## config.mk

```make
export PLATFORM = sky130hd
export DESIGN_NAME = pe_skew_feeder_flat
export DESIGN_NICKNAME = d
export VERILOG_FILES = /design/src/rtl/pe_skew_feeder_if.sv /design/src/rtl/pe_skew_feeder.sv /design/src/flat_wrapper.sv
export SDC_FILE = /design/constraint.sdc
export NUM_CORES = 1
export LEC_CHECK = 0
export BUFFER_PORTS_ARGS = -buffer_cell sky130_fd_sc_hd__clkbuf_2
export CAP_MARGIN = 0
export CORE_MARGIN = 2
export CORE_UTILIZATION = 53
export CTS_CLUSTER_DIAMETER = 50
export DETAILED_ROUTE_END_ITERATION = 16
export GPL_ROUTABILITY_DRIVEN = 0
export HOLD_SLACK_MARGIN = 0.12
export PLACE_DENSITY = 0.87
export SLEW_MARGIN = 20
export SYNTH_ARGS = -nofsm -noshare
export SYNTH_HDL_FRONTEND = slang
export SYNTH_SLANG_ARGS = --single-unit
```

## constraint.sdc

```tcl
create_clock -name I_CLK -period 3.25 [get_ports I_CLK]
set_input_delay 0.325 -clock I_CLK [delete_from_list [all_inputs] [get_ports I_CLK]]
set_output_delay 0.325 -clock I_CLK [all_outputs]
set_load 0.02 [all_outputs]
```

## src/rtl/pe_skew_feeder_if.sv

```systemverilog
// Handshake and data bundle between the vector source and the skew feeder.
// master = source/bench side, slave = feeder side.
interface pe_skew_feeder_if #(
   parameter int D_W = 16,
   parameter int N   = 4,
   parameter int K_W = 8
);
   logic               I_START;
   logic [K_W-1:0]     I_LEN;
   logic               I_VLD;
   logic               O_RDY;
   logic [N*D_W-1:0]   I_DATA;
   logic [N-1:0]       O_VLD;
   logic [N*D_W-1:0]   O_X;
   logic               O_BUSY;
   logic               O_DONE;

   modport master (
      output I_START, I_LEN, I_VLD, I_DATA,
      input  O_RDY, O_VLD, O_X, O_BUSY, O_DONE
   );

   modport slave (
      input  I_START, I_LEN, I_VLD, I_DATA,
      output O_RDY, O_VLD, O_X, O_BUSY, O_DONE
   );
endinterface

```

## src/rtl/pe_skew_feeder.sv

```systemverilog
// Left-edge feeder of the PE array: accepts I_LEN column vectors per tile and
// skews them so lane i lags by i cycles, then drains and pulses O_DONE.
module pe_skew_feeder #(
   parameter int D_W = 16,
   parameter int N   = 4,
   parameter int K_W = 8
) (
   input  logic               I_CLK,
   input  logic               I_ASYN_RSTN,
   pe_skew_feeder_if.slave    bus
);
   localparam int              DC_W       = (N > 1) ? $clog2(N) : 1;
   localparam logic [DC_W-1:0] DRAIN_INIT = DC_W'(N - 1);
   localparam logic [DC_W-1:0] DRAIN_ONE  = DC_W'(1);
   localparam logic [K_W-1:0]  CNT_ONE    = K_W'(1);

   typedef enum logic [1:0] {
      ST_IDLE  = 2'd0,
      ST_LOAD  = 2'd1,
      ST_FLUSH = 2'd2
   } state_t;

   state_t            r_state;
   state_t            w_nxt_state;
   logic [K_W-1:0]    r_cnt;
   logic [K_W-1:0]    w_nxt_cnt;
   logic [K_W-1:0]    r_len;
   logic [K_W-1:0]    w_nxt_len;
   logic [DC_W-1:0]   r_drain;
   logic [DC_W-1:0]   w_nxt_drain;
   logic              r_rdy;
   logic              r_busy;
   logic              r_done;
   logic              w_done_nxt;
   logic              w_acc;
   logic [N-1:0]      w_vld;
   logic [N*D_W-1:0]  w_x;

   assign w_acc = bus.I_VLD & r_rdy;

   // Control state, counters and registered handshake/status outputs.
   always_ff @(posedge I_CLK or negedge I_ASYN_RSTN) begin
      if (!I_ASYN_RSTN) begin
         r_state <= ST_IDLE;
         r_cnt   <= '0;
         r_len   <= '0;
         r_drain <= '0;
         r_rdy   <= 1'b0;
         r_busy  <= 1'b0;
         r_done  <= 1'b0;
      end else begin
         r_state <= w_nxt_state;
         r_cnt   <= w_nxt_cnt;
         r_len   <= w_nxt_len;
         r_drain <= w_nxt_drain;
         r_rdy   <= (w_nxt_state == ST_LOAD);
         r_busy  <= (w_nxt_state != ST_IDLE);
         r_done  <= w_done_nxt;
      end
   end

   // Next-state: the last beat is detected as count+1 == length, so a
   // full-scale length never needs the counter to reach 2^K_W.
   always_comb begin
      w_nxt_state = r_state;
      w_nxt_cnt   = r_cnt;
      w_nxt_len   = r_len;
      w_nxt_drain = r_drain;
      w_done_nxt  = 1'b0;
      case (r_state)
         ST_IDLE: begin
            if (bus.I_START) begin
               if (bus.I_LEN != '0) begin
                  w_nxt_state = ST_LOAD;
                  w_nxt_cnt   = '0;
                  w_nxt_len   = bus.I_LEN;
               end else begin
                  w_done_nxt  = 1'b1;
               end
            end else begin
               w_nxt_state = ST_IDLE;
            end
         end
         ST_LOAD: begin
            if (w_acc) begin
               if ((r_cnt + CNT_ONE) == r_len) begin
                  w_nxt_state = ST_FLUSH;
                  w_nxt_drain = DRAIN_INIT;
               end else begin
                  w_nxt_cnt   = r_cnt + CNT_ONE;
               end
            end else begin
               w_nxt_state = ST_LOAD;
            end
         end
         ST_FLUSH: begin
            if (r_drain == '0) begin
               w_nxt_state = ST_IDLE;
               w_done_nxt  = 1'b1;
            end else begin
               w_nxt_drain = r_drain - DRAIN_ONE;
            end
         end
         default: begin
            w_nxt_state = ST_IDLE;
         end
      endcase
   end

   for (genvar gi = 0; gi < N; gi++) begin : g_lane
      logic [D_W-1:0] r_d [0:gi];
      logic           r_v [0:gi];

      // Lane gi delay line of gi+1 stages; free-running, zero data when idle.
      always_ff @(posedge I_CLK or negedge I_ASYN_RSTN) begin
         if (!I_ASYN_RSTN) begin
            for (int s = 0; s <= gi; s++) begin
               r_d[s] <= '0;
               r_v[s] <= 1'b0;
            end
         end else begin
            r_v[0] <= w_acc;
            r_d[0] <= w_acc ? bus.I_DATA[gi*D_W +: D_W] : '0;
            for (int s = 1; s <= gi; s++) begin
               r_d[s] <= r_d[s-1];
               r_v[s] <= r_v[s-1];
            end
         end
      end

      assign w_vld[gi]             = r_v[gi];
      assign w_x[gi*D_W +: D_W]    = r_d[gi];
   end

   assign bus.O_RDY  = r_rdy;
   assign bus.O_BUSY = r_busy;
   assign bus.O_DONE = r_done;
   assign bus.O_VLD  = w_vld;
   assign bus.O_X    = w_x;
endmodule
```

## src/flat_wrapper.sv

```systemverilog
// flat-port wrapper written by rule: the top's interface ports become plain ports
module pe_skew_feeder_flat 
#(
   parameter int D_W = 16,
   parameter int N   = 4,
   parameter int K_W = 8
)
  (I_CLK, I_ASYN_RSTN, bus_I_START, bus_I_LEN, bus_I_VLD, bus_I_DATA, bus_O_RDY, bus_O_VLD, bus_O_X, bus_O_BUSY, bus_O_DONE);
  pe_skew_feeder_if #(.D_W(D_W), .N(N), .K_W(K_W)) bus_i ();
  input  logic I_CLK;
  input  logic I_ASYN_RSTN;
  input wire logic [$bits(bus_i.I_START)-1:0] bus_I_START;
  input wire logic [$bits(bus_i.I_LEN)-1:0] bus_I_LEN;
  input wire logic [$bits(bus_i.I_VLD)-1:0] bus_I_VLD;
  input wire logic [$bits(bus_i.I_DATA)-1:0] bus_I_DATA;
  output wire logic [$bits(bus_i.O_RDY)-1:0] bus_O_RDY;
  output wire logic [$bits(bus_i.O_VLD)-1:0] bus_O_VLD;
  output wire logic [$bits(bus_i.O_X)-1:0] bus_O_X;
  output wire logic [$bits(bus_i.O_BUSY)-1:0] bus_O_BUSY;
  output wire logic [$bits(bus_i.O_DONE)-1:0] bus_O_DONE;
  assign bus_i.I_START = bus_I_START;
  assign bus_i.I_LEN = bus_I_LEN;
  assign bus_i.I_VLD = bus_I_VLD;
  assign bus_i.I_DATA = bus_I_DATA;
  assign bus_O_RDY = bus_i.O_RDY;
  assign bus_O_VLD = bus_i.O_VLD;
  assign bus_O_X = bus_i.O_X;
  assign bus_O_BUSY = bus_i.O_BUSY;
  assign bus_O_DONE = bus_i.O_DONE;
  pe_skew_feeder #(.D_W(D_W), .N(N), .K_W(K_W)) u_core (.I_CLK(I_CLK), .I_ASYN_RSTN(I_ASYN_RSTN), .bus(bus_i));
endmodule
```

# Word-level counts from Yosys, hierarchy flattened
# Index checks and enable logic that the tools add are counted.
[op_classes]
n_reduce_logical = 9
addsub = 2
order_cmp = 0
mux = 23
n_div = 0
n_bitwise = 1
multipliers = 0
eq_ne = 10
shift = 0
[ops]
columns = ["op", "n"]
rows = [
  ["16-bit two-way mux", 4],
  ["8-bit two-way mux", 4],
  ["2-bit two-way mux", 8],
  ["8-bit one-hot mux with 2 select lines", 1],
  ["8-bit by 1-bit adder with 8-bit output (second input constant)", 1],
  ["8-bit equality test", 1],
  ["8-bit nonzero test", 1],
  ["2-bit by 1-bit != test with 1-bit output (second input constant)", 3],
  ["2-bit != test (second input constant)", 3],
  ["2-bit one-hot mux with 3 select lines", 1],
  ["2-bit nonzero test", 3],
  ["5-bit AND reduction", 1],
  ["2-bit by 1-bit equality test with 1-bit output (second input constant)", 2],
  ["2-bit logical NOT", 2],
  ["2-bit one-hot mux with 2 select lines", 1],
  ["4-bit AND reduction", 1],
  ["1-bit two-way mux", 3],
  ["3-bit AND reduction", 1],
  ["2-bit equality test (second input constant)", 1],
  ["1-bit one-hot mux with 2 select lines", 1],
  ["2-bit by 1-bit subtractor with 2-bit output (second input constant)", 1],
  ["1-bit bitwise AND", 1],
]
[totals]
wordCells = 66
rom_bits = 0
output_inout_bits = 71
n_memories = 0
latch_bits = 0
ff_bits = 187
ramBits = 0

# Longest topological paths before layout
[depth]
word_depth = 6
mapped_depth = 9

# Worst setup path after synthesis
# OpenSTA, ideal clock, no wires.
[synth_path]
path_kind = "reg-to-reg"
from = "reg u_core.r_cnt[0]"
to = "reg u_core.r_cnt[4]"
stages_incl_launch_ff = 9
t_arrival_ns = 2.200
synth_period_minus_slack_ns = 2.324
setup_slack_ns = 0.926
path_buffers = 1
path_cell_list = "dfrtp_1 ha_1 and3_4 and3_2 xnor2_1 or4_4 buf_6 and3_1 a211o_1"
[synth_between]
elab_chain_len = 4
elab_cells_between_ends = 7
classes_between = "add/sub (1); eq/ne (2); mux (3); reduce/logical (1)"
[synth_lines]
columns = ["item", "line", "source"]
rows = [
  ["start, declared", "pe_skew_feeder.sv:25", "logic [K_W-1:0] r_cnt;"],
  ["start signal, assigned", "pe_skew_feeder.sv:53", "r_cnt <= w_nxt_cnt;"],
  ["8-bit by 1-bit adder with 8-bit output (*)", "pe_skew_feeder.sv:86, pe_skew_feeder.sv:90", ""],
  ["8-bit equality test or 8-bit two-way mux (tied branches)", "pe_skew_feeder.sv:86", "if ((r_cnt + CNT_ONE) == r_len) begin"],
  ["2-bit != test (no source line) or 8-bit two-way mux (tied branches)", "--", ""],
  ["5-bit AND reduction (no source line) or 8-bit one-hot mux with 2 select lines (tied branches)", "--", ""],
]
# Every way passes the cells marked *; elsewhere a longest branch is shown, timed or not. The select of a mux whose other input is x is not followed.
# A chain may end at the register's enable or synchronous reset.

# Final worst setup path
[layout_path]
from = "reg u_core.r_cnt[0]"
to = "reg u_core.r_cnt[2]"
# Same word-level chain as after synthesis.

==> metrics.cfg <==
[run_status]
outcome = complete, no violations

[clock_network]
cts_tree = built
cts_resized = 0
post_cts.repair.setup_buffers = 0
clock_latency_ns = 0.42
clockBufferDepth = 2
clk_pin_slew_ns = 0.07
root_buffer = clkbuf_16
cts.sinks = 187
numCtsBuffers = 17
htree_levels = 4

[sta]
max_freq_ghz = 0.401
clock_skew_ns = 0.00616
min_period_over_period_pct = 76.8
finalWorstSetupSlack_ns = 0.753
max_slew_margin_pct = 53.9
hold_viol = 0
worst_pin_slew_ns = 0.691
setup_violations = 0
final_max_slew_viol_count = 0
min_period_ns = 2.50
grt_setup_unrepaired = no
fin_tns_setup_ns = 0

[worst_setup_path]
critPathBufInv = 0
cp_top_family = simple AND/OR/NAND/NOR gates
worst_ep_arrival_time_ns = 2.80
end_kind = flip-flop
worstPathRequired_ns = 3.56
path_cells = ha_1 > and3_4 > and3_2 > xnor2_1 > or4_4 > nor4b_1 > a211o_1
crit_fanout = 19
cp_slowest_cell = or4_4
reg2reg_depth = 7
r2r_slack_ns = 0.75
slowest_delay_ns = 0.64
startpoint_type = flip-flop
reg2reg_from = u_core.r_cnt[0]
worstSetupPathType = reg -> reg
r2r_end = u_core.r_cnt[2]

[place]
dp_hpwl_um = 7080
port_buffers = 146
dp_slack_ns = 0.766

[hold_path]
holdCritPathClass = in -> reg
hold_path_depth = 2
worstHoldStart = bus_I_DATA[7]
hold_end = u_core.g_lane[0].r_d[7]

[logic_synthesis]
syn_area_per_cell_um2 = 14.1
syn_area_mm2 = 0.00624
synthCells = 442
synth_warnings = 0
synth_cell_types = 34
syn_nets = 520
ys_ff_latch = 187
ys_seq_area_share_pct = 75.0

[pwr]
power_leakage_nw = 4.02
cellInternalPower_mw = 4.19
p_seq_share_pct = 48.8
pwr-share-comb_pct = 16.6
power.density_mw_per_mm2 = 781
p_switching_mw = 1.58
clkPwrFrac_pct = 34.6
swShare_pct = 27.4
finalPower_mw = 5.78
vdd_drop_max_v = 0.000530

[floorplan]
initial_core_util_pct = 54.4
pin_count = 147
die_x_um = 113
dieArea_mm2 = 0.0127
die_h_um = 113
core_area_mm2 = 0.0115
rows = 39

[route]
drt_iter0_drc = 256
postRouteAntennaNets = 0
route.detailed.drc = 0
vias = 3492
dr.pass1.iters = 6
drt-vias-per-instance = 4.95
wl_per_cell_um = 15.5
drt-total-wl_um = 10900

[global_route]
overflow = 0
antenna_found_initial = 1
grt_max_degree = 91
grt_pass1_wl_um = 18100
grt_use_total_pct = 18.7
grt_pass1_vias = 3824

[cells_and_area]
nets = 627
antenna_cells = 0
fin_util_pct = 64.5
final_layout_size_suffix_gt1_share_pct = 33.3
area_delta_synth_final_pct = 18.5

[job]
maxCapViolCount = 0

## flip-flops by register name (all words and copies together), names as in the netlist
register           count
u_core.bus.O_VLD       3
u_core.r_drain         2
u_core.r_state         2
u_core.g_lane.r_v      1
u_core.bus.O_BUSY      1
u_core.bus.O_RDY       1
u_core.bus.O_DONE      1
u_core.bus.O_X        48
u_core.g_lane.r_d    112
u_core.r_len           8
u_core.r_cnt           8
## worst register-to-register path, stage by stage, from the launching register on
cell,delay [ns]
dfrtp_1,0.45
ha_1,0.28
and3_4,0.17
and3_2,0.23
xnor2_1,0.13
or4_4,0.64
nor4b_1,0.20
a211o_1,0.28
## synth_stat cells (all sizes together)
library cell / count / area (um^2)
dfrtp: 187 / 4680
and3: 69 / 448
buf: 53 / 405
nand2: 39 / 146
clkbuf: 17 / 63.8
nor2: 11 / 41.3
nand3: 10 / 50.1
xnor2: 7 / 61.3
o21ai: 6 / 30.0
a21o: 5 / 37.5
inv: 5 / 18.8
a21oi: 4 / 20.0
xor2: 4 / 35.0
a22o: 3 / 26.3
nand4: 3 / 18.8
a211o: 2 / 17.5
ha: 2 / 25.0
nor4: 2 / 12.5
or3: 2 / 12.5
a211oi: 1 / 7.51
a32o: 1 / 10.0
and2b: 1 / 7.51
nand3b: 1 / 7.51
nor2b: 1 / 6.26
nor3b: 1 / 7.51
nor4b: 1 / 8.76
o21bai: 1 / 7.51
o221ai: 1 / 8.76
o32a: 1 / 10.0
or4: 1 / 11.3
## power groups by stage
| stage | Sequential, mW | Combinational, mW | Clock [mW] |
|---|---|---|---|
| after global placement | 2.84 | 0.893 | 0 |
| after floorplan | 2.83 | 0.714 | 0 |
| final | 2.82 | 0.957 | 2.00 |
| after detailed placement | 2.86 | 0.948 | 0 |
| after CTS | 2.82 | 0.964 | 2.05 |
| after global routing | 2.85 | 1.06 | 2.16 |
## cells in the final DEF, fill, tap and decap left out, types with 5 or more instances in the layout
master,n
nor2_1,11
a21o_1,5
clkbuf_2,145
nand3_1,10
dlygate4sd3_1,7
dfrtp_1,187
nand2_1,39
inv_1,5
clkinvlp_4,5
o21ai_0,5
clkbuf_16,17
xnor2_1,7
and3_1,65
## cells by family (layout without fill, tap and decap cells)
family                     after synthesis  count (layout)  share of synthesized area (%)
DFF                                    187             187                           75.0
and+or+nand+nor                        142             142                           12.5
buffers and inverters                   75             195                           7.82
AOI/OAI and AO/OA                       25              25                           2.81
xor gates and xnor gates                11              11                           1.54
adders and majority gates                2               2                          0.401
## layout make-up
class	count	area, um^2
clock inverters	13	145
fillers	813	4070
clock buffers	19	443
flip-flops and latches	187	4680
multi-input cells	180	1070
repair buffers	158	860
well taps	143	179
inverters	5	18.8
## worst max path at each step
| stage | from | endpoint | cells past startpoint |
|---|---|---|---|
| CTS | u_core.r_cnt[0] | u_core.r_cnt[4] | 7 |
| detailed placement | u_core.r_cnt[0] | u_core.r_cnt[4] | 7 |
| global route | u_core.r_cnt[0] | u_core.r_cnt[4] | 7 |
| floorplan | u_core.r_cnt[0] | u_core.r_cnt[4] | 8 |
| finish | u_core.r_cnt[0] | u_core.r_cnt[2] | 7 |
| global placement | u_core.r_cnt[0] | u_core.r_cnt[4] | 7 |
## what timing repair did
action / CTS / global route
endpoints found under the setup margin: 0 / 0
hold buffers: 7 / 0
hold endpoints to repair: 94 / 0
## metrics by stage
| step | cell area (um^2) | hold slack (ns) | instances |
|---|---|---|---|
| floorplan | 6240 | 0.0294 | 442 |
| global placement | 6740 | 0.331 | 666 |
| detailed placement | 6740 | 0.335 | 666 |
| CTS | 7400 | 0.121 | 705 |
| global route | 7400 | 0.123 | 705 |
| finish | 7400 | 0.143 | 705 |
## per-layer routing
| layer | up-vias | wire length, um | GRT usage [%] |
|---|---|---|---|
| met5 | - | 11 | 0 |
| met4 | 2 | 139 | 5.61 |
| li1 | 1624 | - | - |
| met2 | 132 | 5230 | 29.4 |
| met1 | 1716 | 4750 | 24.0 |
| met3 | 18 | 770 | 7.94 |
No activity file was read; power rests on OpenSTA's default activity.
